--- src/rtl/instruction_fetch_pkg.sv ---
// Shared fetch-path types and constants: FSM states, XLEN, PC step, reset PC default.
// Imported by the fetch top and its FIFO; holds no logic of its own.
package instruction_fetch_pkg;

  localparam int XLEN    = 32;
  localparam int PC_STEP = 4;
  localparam logic [XLEN-1:0] DEFAULT_RESET_PC = 32'h0000_0000;

  typedef enum logic {
    FETCH = 1'b0,
    FLUSH = 1'b1
  } fetch_state_e;

  typedef struct packed {
    logic [XLEN-1:0] pc;
    logic [XLEN-1:0] instr;
  } fetch_entry_t;

  function automatic logic [XLEN-1:0] align_pc(input logic [XLEN-1:0] pc);
    return {pc[XLEN-1:2], 2'b00};
  endfunction

endpackage

--- src/rtl/instruction_fetch_buffer.sv ---
// fetch_buffer: DEPTH-entry synchronous FIFO of T with push, pop, count and clear.
// Push lands next cycle; push into a full FIFO succeeds only alongside a pop; clear wins.
module fetch_buffer
  import instruction_fetch_pkg::*;
#(
  parameter int  DEPTH = 2,
  parameter int  CW    = $clog2(DEPTH + 1),
  parameter type T     = fetch_entry_t
) (
  input  logic          clk,
  input  logic          rst,
  input  logic          clear,
  input  logic          push,
  input  T              push_data,
  input  logic          pop,
  output T              head,
  output logic [CW-1:0] count
);

  localparam int PW = (DEPTH > 1) ? $clog2(DEPTH) : 1;
  localparam logic [CW-1:0] DEPTH_C = CW'(DEPTH);
  localparam logic [PW-1:0] LAST    = PW'(DEPTH - 1);

  T              mem_q [DEPTH];
  T              mem_d [DEPTH];
  logic [PW-1:0] rd_q, rd_d;
  logic [PW-1:0] wr_q, wr_d;
  logic [CW-1:0] cnt_q, cnt_d;
  logic          do_push, do_pop;
  logic          empty, full;

  assign empty = (cnt_q == '0);
  assign full  = (cnt_q == DEPTH_C);
  assign count = cnt_q;
  assign head  = mem_q[rd_q];

  always_comb begin
    mem_d   = mem_q;
    rd_d    = rd_q;
    wr_d    = wr_q;
    cnt_d   = cnt_q;
    do_pop  = pop && !empty;
    do_push = push && (!full || do_pop);
    if (clear) begin
      rd_d  = '0;
      wr_d  = '0;
      cnt_d = '0;
    end else begin
      if (do_push) begin
        mem_d[wr_q] = push_data;
        wr_d = (wr_q == LAST) ? '0 : wr_q + PW'(1);
      end
      if (do_pop) begin
        rd_d = (rd_q == LAST) ? '0 : rd_q + PW'(1);
      end
      cnt_d = cnt_q + CW'(do_push) - CW'(do_pop);
    end
  end

  always_ff @(posedge clk or posedge rst) begin
    if (rst) begin
      rd_q  <= '0;
      wr_q  <= '0;
      cnt_q <= '0;
    end else begin
      rd_q  <= rd_d;
      wr_q  <= wr_d;
      cnt_q <= cnt_d;
    end
  end

  // Payload storage needs no reset: count gates every read.
  always_ff @(posedge clk) begin
    mem_q <= mem_d;
  end

endmodule

--- src/rtl/instruction_fetch.sv ---
// Instruction fetch: in-order request/response pairing, credit-limited to DEPTH slots, redirect flush.
// Response reaches decode the cycle after it arrives; decode stall stops new requests once slots run out.
module instruction_fetch
  import instruction_fetch_pkg::*;
#(
  parameter logic [XLEN-1:0] RESET_PC = DEFAULT_RESET_PC,
  parameter int              DEPTH    = 2
) (
  input  logic            clk,
  input  logic            rst,
  output logic            imem_req_valid,
  input  logic            imem_req_ready,
  output logic [XLEN-1:0] imem_addr,
  input  logic            imem_rsp_valid,
  input  logic [XLEN-1:0] imem_rsp_data,
  input  logic            redirect_valid,
  input  logic [XLEN-1:0] redirect_pc,
  output logic            id_valid,
  input  logic            id_ready,
  output logic [XLEN-1:0] id_instr,
  output logic [XLEN-1:0] id_pc
);

  localparam int CW = $clog2(DEPTH + 1);
  localparam logic [CW:0] DEPTH_W = (CW + 1)'(DEPTH);

  fetch_state_e    state_q, state_d;
  logic [XLEN-1:0] pc_q, pc_d;
  logic [CW-1:0]   drop_cnt_q, drop_cnt_d;

  logic [CW-1:0]   aq_count, buf_count;
  logic [XLEN-1:0] aq_head;
  fetch_entry_t    buf_head, rsp_entry;
  logic [CW:0]     in_use;
  logic            req_valid, req_fire, id_pop, aq_pop, buf_push;

  assign imem_addr      = align_pc(pc_q);
  assign imem_req_valid = req_valid;
  assign id_valid       = (buf_count != '0);
  assign id_pc          = buf_head.pc;
  assign id_instr       = buf_head.instr;
  assign rsp_entry      = '{pc: aq_head, instr: imem_rsp_data};

  always_comb begin
    state_d    = state_q;
    pc_d       = pc_q;
    drop_cnt_d = drop_cnt_q;
    aq_pop     = 1'b0;
    buf_push   = 1'b0;
    id_pop     = id_valid && id_ready;
    // A slot freed by this cycle's decode pop can be re-credited immediately.
    in_use     = {1'b0, aq_count} + {1'b0, buf_count} - {{CW{1'b0}}, id_pop};
    req_valid  = !rst && (state_q == FETCH) && !redirect_valid && (in_use < DEPTH_W);
    req_fire   = req_valid && imem_req_ready;

    if (redirect_valid) begin
      pc_d = align_pc(redirect_pc);
    end else if (req_fire) begin
      pc_d = pc_q + XLEN'(PC_STEP);
    end

    case (state_q)
      FETCH: begin
        if (redirect_valid) begin
          // A response landing in the redirect cycle is already answered, so not counted as stale.
          drop_cnt_d = aq_count - CW'(imem_rsp_valid);
          if (drop_cnt_d != '0) begin
            state_d = FLUSH;
          end
        end else if (imem_rsp_valid) begin
          aq_pop   = 1'b1;
          buf_push = 1'b1;
        end
      end
      FLUSH: begin
        if (imem_rsp_valid) begin
          drop_cnt_d = drop_cnt_q - CW'(1);
          if (drop_cnt_q == CW'(1)) begin
            state_d = FETCH;
          end
        end
      end
      default: state_d = FETCH;
    endcase
  end

  always_ff @(posedge clk or posedge rst) begin
    if (rst) begin
      state_q    <= FETCH;
      pc_q       <= RESET_PC;
      drop_cnt_q <= '0;
    end else begin
      state_q    <= state_d;
      pc_q       <= pc_d;
      drop_cnt_q <= drop_cnt_d;
    end
  end

  fetch_buffer #(
    .DEPTH (DEPTH),
    .CW    (CW),
    .T     (logic [XLEN-1:0])
  ) u_addr_q (
    .clk       (clk),
    .rst       (rst),
    .clear     (redirect_valid),
    .push      (req_fire),
    .push_data (imem_addr),
    .pop       (aq_pop),
    .head      (aq_head),
    .count     (aq_count)
  );

  fetch_buffer #(
    .DEPTH (DEPTH),
    .CW    (CW),
    .T     (fetch_entry_t)
  ) u_instr_buf (
    .clk       (clk),
    .rst       (rst),
    .clear     (redirect_valid),
    .push      (buf_push),
    .push_data (rsp_entry),
    .pop       (id_pop),
    .head      (buf_head),
    .count     (buf_count)
  );

endmodule

--- config.mk ---
export PLATFORM = sky130hd
export DESIGN_NAME = instruction_fetch
export DESIGN_NICKNAME = d
export VERILOG_FILES = /design/src/rtl/instruction_fetch_pkg.sv /design/src/rtl/instruction_fetch_buffer.sv /design/src/rtl/instruction_fetch.sv
export SDC_FILE = /design/constraint.sdc
export NUM_CORES = 1
export LEC_CHECK = 0
export ABC_AREA = 1
export BUFFER_PORTS_ARGS = -buffer_cell sky130_fd_sc_hd__buf_2
export CAP_MARGIN = 20
export CORE_AREA = 10 10 141 143
export CTS_CLUSTER_DIAMETER = 100
export DETAILED_ROUTE_END_ITERATION = 6
export DIE_AREA = 0 0 151 153
export GPL_TIMING_DRIVEN = 0
export PLACE_DENSITY = 0.83
export RECOVER_POWER = 50
export SLEW_MARGIN = 40
export SYNTH_ARGS = -nofsm -noshare
export SYNTH_HDL_FRONTEND = slang
export SYNTH_HIERARCHICAL = 1
export SYNTH_SLANG_ARGS = --single-unit
--- constraint.sdc ---
create_clock -name clk -period 6.47 [get_ports clk]
set_clock_uncertainty 0.15 [all_clocks]
set_input_delay 0.647 -clock clk [delete_from_list [all_inputs] [get_ports clk]]
set_output_delay 0.647 -clock clk [all_outputs]
set_load 0.005 [all_outputs]
Word level (Yosys, flattened, before mapping)
Index checks and enable logic that the tools add are counted.
{ "op_classes": {"eq_ne": 5, "shift": 0, "n_bitwise": 6, "add_sub_neg": 13, "n_reduce_logical": 31, "div_mod_pow": 0, "n_mul": 0, "muxes": 39, "order_cmp": 7} }
{ "op_table": {"columns": ["op", "count"], "rows": [
  ["64-bit 2-to-1 mux", 4],
  ["32-bit 2-to-1 mux", 6],
  ["128-bit bitwise mux", 1],
  ["64-bit bitwise mux", 1],
  ["64-bit demux with 1-bit select", 1],
  ["32-bit by 3-bit adder with 32-bit output, second input constant", 1],
  ["32-bit demux with 1-bit select", 1],
  ["1-bit 2-to-1 mux", 19],
  ["2-bit nonzero test", 7],
  ["1-bit logical AND", 11],
  ["2-bit greater-or-equal comparator, second input constant", 4],
  ["2-bit 2-to-1 mux", 4],
  ["1-bit NOT with 2-bit output", 4],
  ["1-bit zero test", 6],
  ["2-bit AND reduction", 3],
  ["2-bit by 1-bit subtractor with 2-bit output", 3],
  ["1-bit adder, second input constant", 4],
  ["2-bit by 1-bit adder with 2-bit output", 2],
  ["2-bit equality test, second input constant", 2],
  ["2-bit zero test", 2],
  ["2-bit by 1-bit less-than comparator with 1-bit output, second input constant", 2],
  ["2-bit inequality test, second input constant", 2],
  ["2-bit one-hot mux with 2 select lines", 1],
  ["2-bit by 2-bit adder with 3-bit output", 1],
  ["other kinds (7)", 9]
]} }
{ "totals": {"n_memories": 0, "input_bits": 70, "rom_bits": 0, "latch_bits": 0, "ram_bits": 0, "wordCells": 116, "ff_bits": 235, "out_inout_bits": 98} }

Longest topological paths before layout
{ "logic_depth": {"depth_word": 10, "ltp_mapped": 17, "mapped_depth_nobuf": 16} }

Cells and area by module
Netlist, hierarchy kept.
{ "modules_own_cells": {"columns": ["module", "seq_area_each_um2", "cells_per_inst", "area_each_um2", "n_inst"], "rows": [
  ["fetch_buffer at u_instr_buf", 3943.8, 372, 4937.2, 1],
  ["fetch_buffer at u_addr_q", 2021.9, 205, 2640.0, 1],
  ["instruction_fetch", 825.8, 376, 2478.6, 1]
]} }

Least setup slack after synthesis
Ideal clock, no wire load.
{ "synth_timing": {"kind": "input to register", "startpoint": "in redirect_valid", "endpoint": "reg u_instr_buf/mem_q[0] in the netlist's numbering (enable)", "setup_slack_ps": 1924, "path_stages": 5, "t_required_ps": 5834, "setup_ps": 486, "t_arrival_ps": 3910, "path_buffers": 0, "path_cell_list": "inv_1 > nand2_1 > nor2_1 > nand2_1 > nor2_1"} }
{ "synth_between": {"elab_chain_len": 4, "elab_cells_between_ends": 5, "classes_between": "mux (2); bitwise (1); reduce/logical (2)"} }
{ "synth_rtl": {"columns": ["element", "line_no", "text"], "rows": [
  ["from (decl)", "instruction_fetch.sv:16", "input logic redirect_valid,"],
  ["1-bit 2-to-1 mux (2 in a row)", null, null],
  ["net aq_pop", "instruction_fetch.sv:35", "logic req_valid, req_fire, id_pop, aq_pop, buf_push;"],
  ["1-bit logical AND", "instruction_fetch_buffer.sv:43", "do_push = push && (!full || do_pop);"],
  ["2-bit AND reduction (no source line)", null, null],
  ["to (signal assigned)", "instruction_fetch_buffer.sv:74", "mem_q <= mem_d;"],
  ["to (decl)", "instruction_fetch_buffer.sv:24", "T mem_q [DEPTH];"]
]} }
The timed path passes the listed nets, and every way through them passes these cells.
A chain may end at the register's enable or synchronous reset.

Worst setup path in the final report
{ "layout_timing": {"startpoint": "in rst", "endpoint": "out imem_req_valid"} }
{ "layout_between": {"elab_chain_len": 4} }
{ "layout_rtl": {"columns": ["element", "line_no", "text"], "rows": [
  ["from (decl)", "instruction_fetch.sv:10", "input logic rst,"],
  ["1-bit zero test (no source line)", null, null],
  ["1-bit logical AND (3 in a row)", "instruction_fetch.sv:53", "req_valid = !rst && (state_q == FETCH) && !redirect_valid && (in_use < DEPTH_W);"],
  ["to (decl)", "instruction_fetch.sv:11", "output logic imem_req_valid,"]
]} }
Every way passes these cells.

==> results.ini <==
[status]
status=finished with violations
violations=max-capacitance violations, max-slew violations

[sta]
clock.fmax_mhz=233
timing.slew.headroom=-0.111
min_period_over_period=0.664
setup_viol_count_final=0
worstMarginPinSlew_ps=1660
drv_slew=35
rsz0062_at_grt=no
hold_violations=0
setup_ws_ps=2170
fin_crit_ps=4300

[synth]
synth_cell_types=33
synth_edf_count=192
synth_cells=953
syn_avg_cell_area_um2=10.6
async_reset_ff_frac=0.176
yosys_most_used_dff=edfxtp_1
yosysWarningCount=6
muxShareOfSynthArea=0
synth_compound_area_frac=0.0199
yosys.area_share.simple=0.231
synthAdderAreaFrac=0.0132
synth-seq-cells=233
synth_xor_area_frac=0.00784
syn_area_um2=10100
yosysSeqAreaShare=0.675
synth_top_family_by_area=simple AND/OR/NAND/NOR gates

[routing]
vias_per_cell=5.12
dr.pass1.iters=5
wl_per_cell_um=16.3
route.antenna.remaining_nets=0
drtIter0Drc=544
via_count=7134
drcViolationCount=0
drt-total-wl_um=22700

[clock_tree]
cts_buffers=23
htree_num_levels=1
cts.hold.buffers_added=1
cts-resized-gates=0
post_cts_buffers=0
clockBufferDepth=3
cts_root_buf=clkbuf_16
clk_latency_ps=500
numClockSinks=233
cts_tree=built
clk_pin_slew_ps=60

[power_and_ir_drop]
p_leak_nw=5.08
power_frac_seq=0.536
p_sw_uw=760
p_per_area_nw_per_um2=278
clockPowerShare=0.376
p_sw_frac=0.229
combPwrFrac=0.088
vdd_drop_max_uv=192
p_int_mw=2.55

[critical_path]
rr_worst_depth=12
worstPathArrival_ps=3500
crit_path_end_kind=output port
required_ps=5670
critPathKind=in -> out
cp-start-kind=input pin
path_max_fanout=34

[layout]
final_common_cell=nand2_1
antenna_cells=0
area_delta_synth_final_pct=18.8
layout-drive-gt1-share=0.185
fin_nets=1233
layout_common_cells=nand2_1 (439), edfxtp_1 (192), buf_2 (126)
final_cells=1394

[die]
die_h_um=153
start_util=0.590
io_pins=168
coreArea_um2=17100
num_rows=48
dieWidth_um=151
die_area_um2=23100

[global_route]
track_usage=0.194
antenna_found_initial=0
grt_overflow=0
grt_pass1_vias=7347
grt_max_degree=39
grt_pass1_wl_um=36100

[place]
place_ws_ps=2420
placed_cells=1352
dp_hpwl_um=16300
portBuffers=163
gp_congestion=0.886

[min_path]
holdPathStages=1
hold_class=in -> reg

[run]
maxCapViolCount=2

-- synthesized netlist by cell type, types with 2 or more instances --
cell	count	area share
nor2_1	47	0.018
nand2_1	439	0.16
dfrtp_1	41	0.10
nand3_1	55	0.027
clkbuf_1	2	0.00075
ha_1	9	0.011
nand4_1	2	0.0012
o21ai_0	12	0.0060
a21oi_1	6	0.0030
nor3b_1	2	0.0015
nor2_4	5	0.0056
o211ai_1	9	0.0067
inv_2	3	0.0011
o21bai_1	3	0.0022
edfxtp_1	192	0.57
buf_6	12	0.013
nor2_2	5	0.0031
a31oi_1	2	0.0012
nand2_2	12	0.0075
xor2_1	5	0.0044
buf_4	12	0.0090
xnor2_1	4	0.0035
buf_2	3	0.0015
inv_1	62	0.023
-- critical path: stages --
cell and delay [ps]:
dlygate4sd3_1 530, clkbuf_1 190, clkinvlp_2 1300, nand2_1 520
nor2_4 90, nand2_1 70, inv_1 30, buf_2 120
-- final timing paths --
check / slack [ps] / endpoint / start
setup / recovery: 2170 / imem_req_valid / rst
hold / removal: 190 / u_instr_buf/mem_q[21] / imem_rsp_data[21]
setup reg to reg: 2620 / u_addr_q/mem_q[15] / u_instr_buf/count[1]
hold reg to reg: 380 / u_instr_buf/mem_q[40] / u_addr_q/mem_q[40]
max in group asynchronous: 4400 / pc_q[18] / rst
min in group asynchronous: 500 / u_addr_q/count[0] / rst
-- stage by stage --
step / cell area (µm²) / setup TNS, ps / util / hold WS [ps] / power [mW]
after floorplan: 10100 / 0 / - / 263 / 1.96
after global placement: 11200 / -6120 / 0.655 / 360 / 2.08
after detailed placement: 11300 / 0 / 0.664 / 374 / 2.10
after CTS: 12000 / 0 / 0.706 / 168 / 3.35
after global routing: 11900 / 0 / 0.700 / 165 / 3.46
final: 11900 / 0 / 0.700 / 185 / 3.31
-- registers in the layout, summed over array words and instances, names as in the netlist --
name / count
u_instr_buf/count: 2
u_addr_q/mem_q: 64
u_addr_q/rd_q: 1
pc_q: 30
u_instr_buf/wr_q: 1
drop_cnt_q: 2
u_instr_buf/rd_q: 1
u_addr_q/count: 2
u_addr_q/wr_q: 1
state_q: 1
u_instr_buf/mem_q: 128
-- cell type report --
cell class	count	area (µm²)
Sequential cell	233	6790
Fill cell	1235	5110
Multi-Input combinational cell	628	2770
Timing Repair Buffer	170	908
Clock buffer	37	668
Tap cell	225	282
Inverter	67	258
Buffer	30	225
Clock inverter	4	43.8
-- routing by layer --
layer  wire length, µm  up-vias  track usage
li1                  -     3504            -
met1              9030     3291        0.234
met2             11300      296        0.332
met3              1830       43       0.0416
met4               582        0       0.0715
met5                 0        -            0
-- logic make-up (layout without fill, tap and decap cells) --
logic type / after synthesis / count (layout)
compound gates: 33 / 33
fa+ha+maj: 10 / 10
buf+inv: 97 / 308
xor+xnor: 9 / 9
simple gates: 570 / 570
other cells: 1 / 6
flops: 233 / 233
-- power groups by stage --
stage	logic [mW]	clock network (mW)	registers [mW]
2_1_floorplan	0.176	0	1.78
3_3_place_gp	0.282	0	1.80
3_5_place_dp	0.299	0	1.80
4_1_cts	0.303	1.27	1.77
5_1_grt	0.332	1.34	1.78
6_report	0.290	1.25	1.78
(Power assumes the default switching activity.)
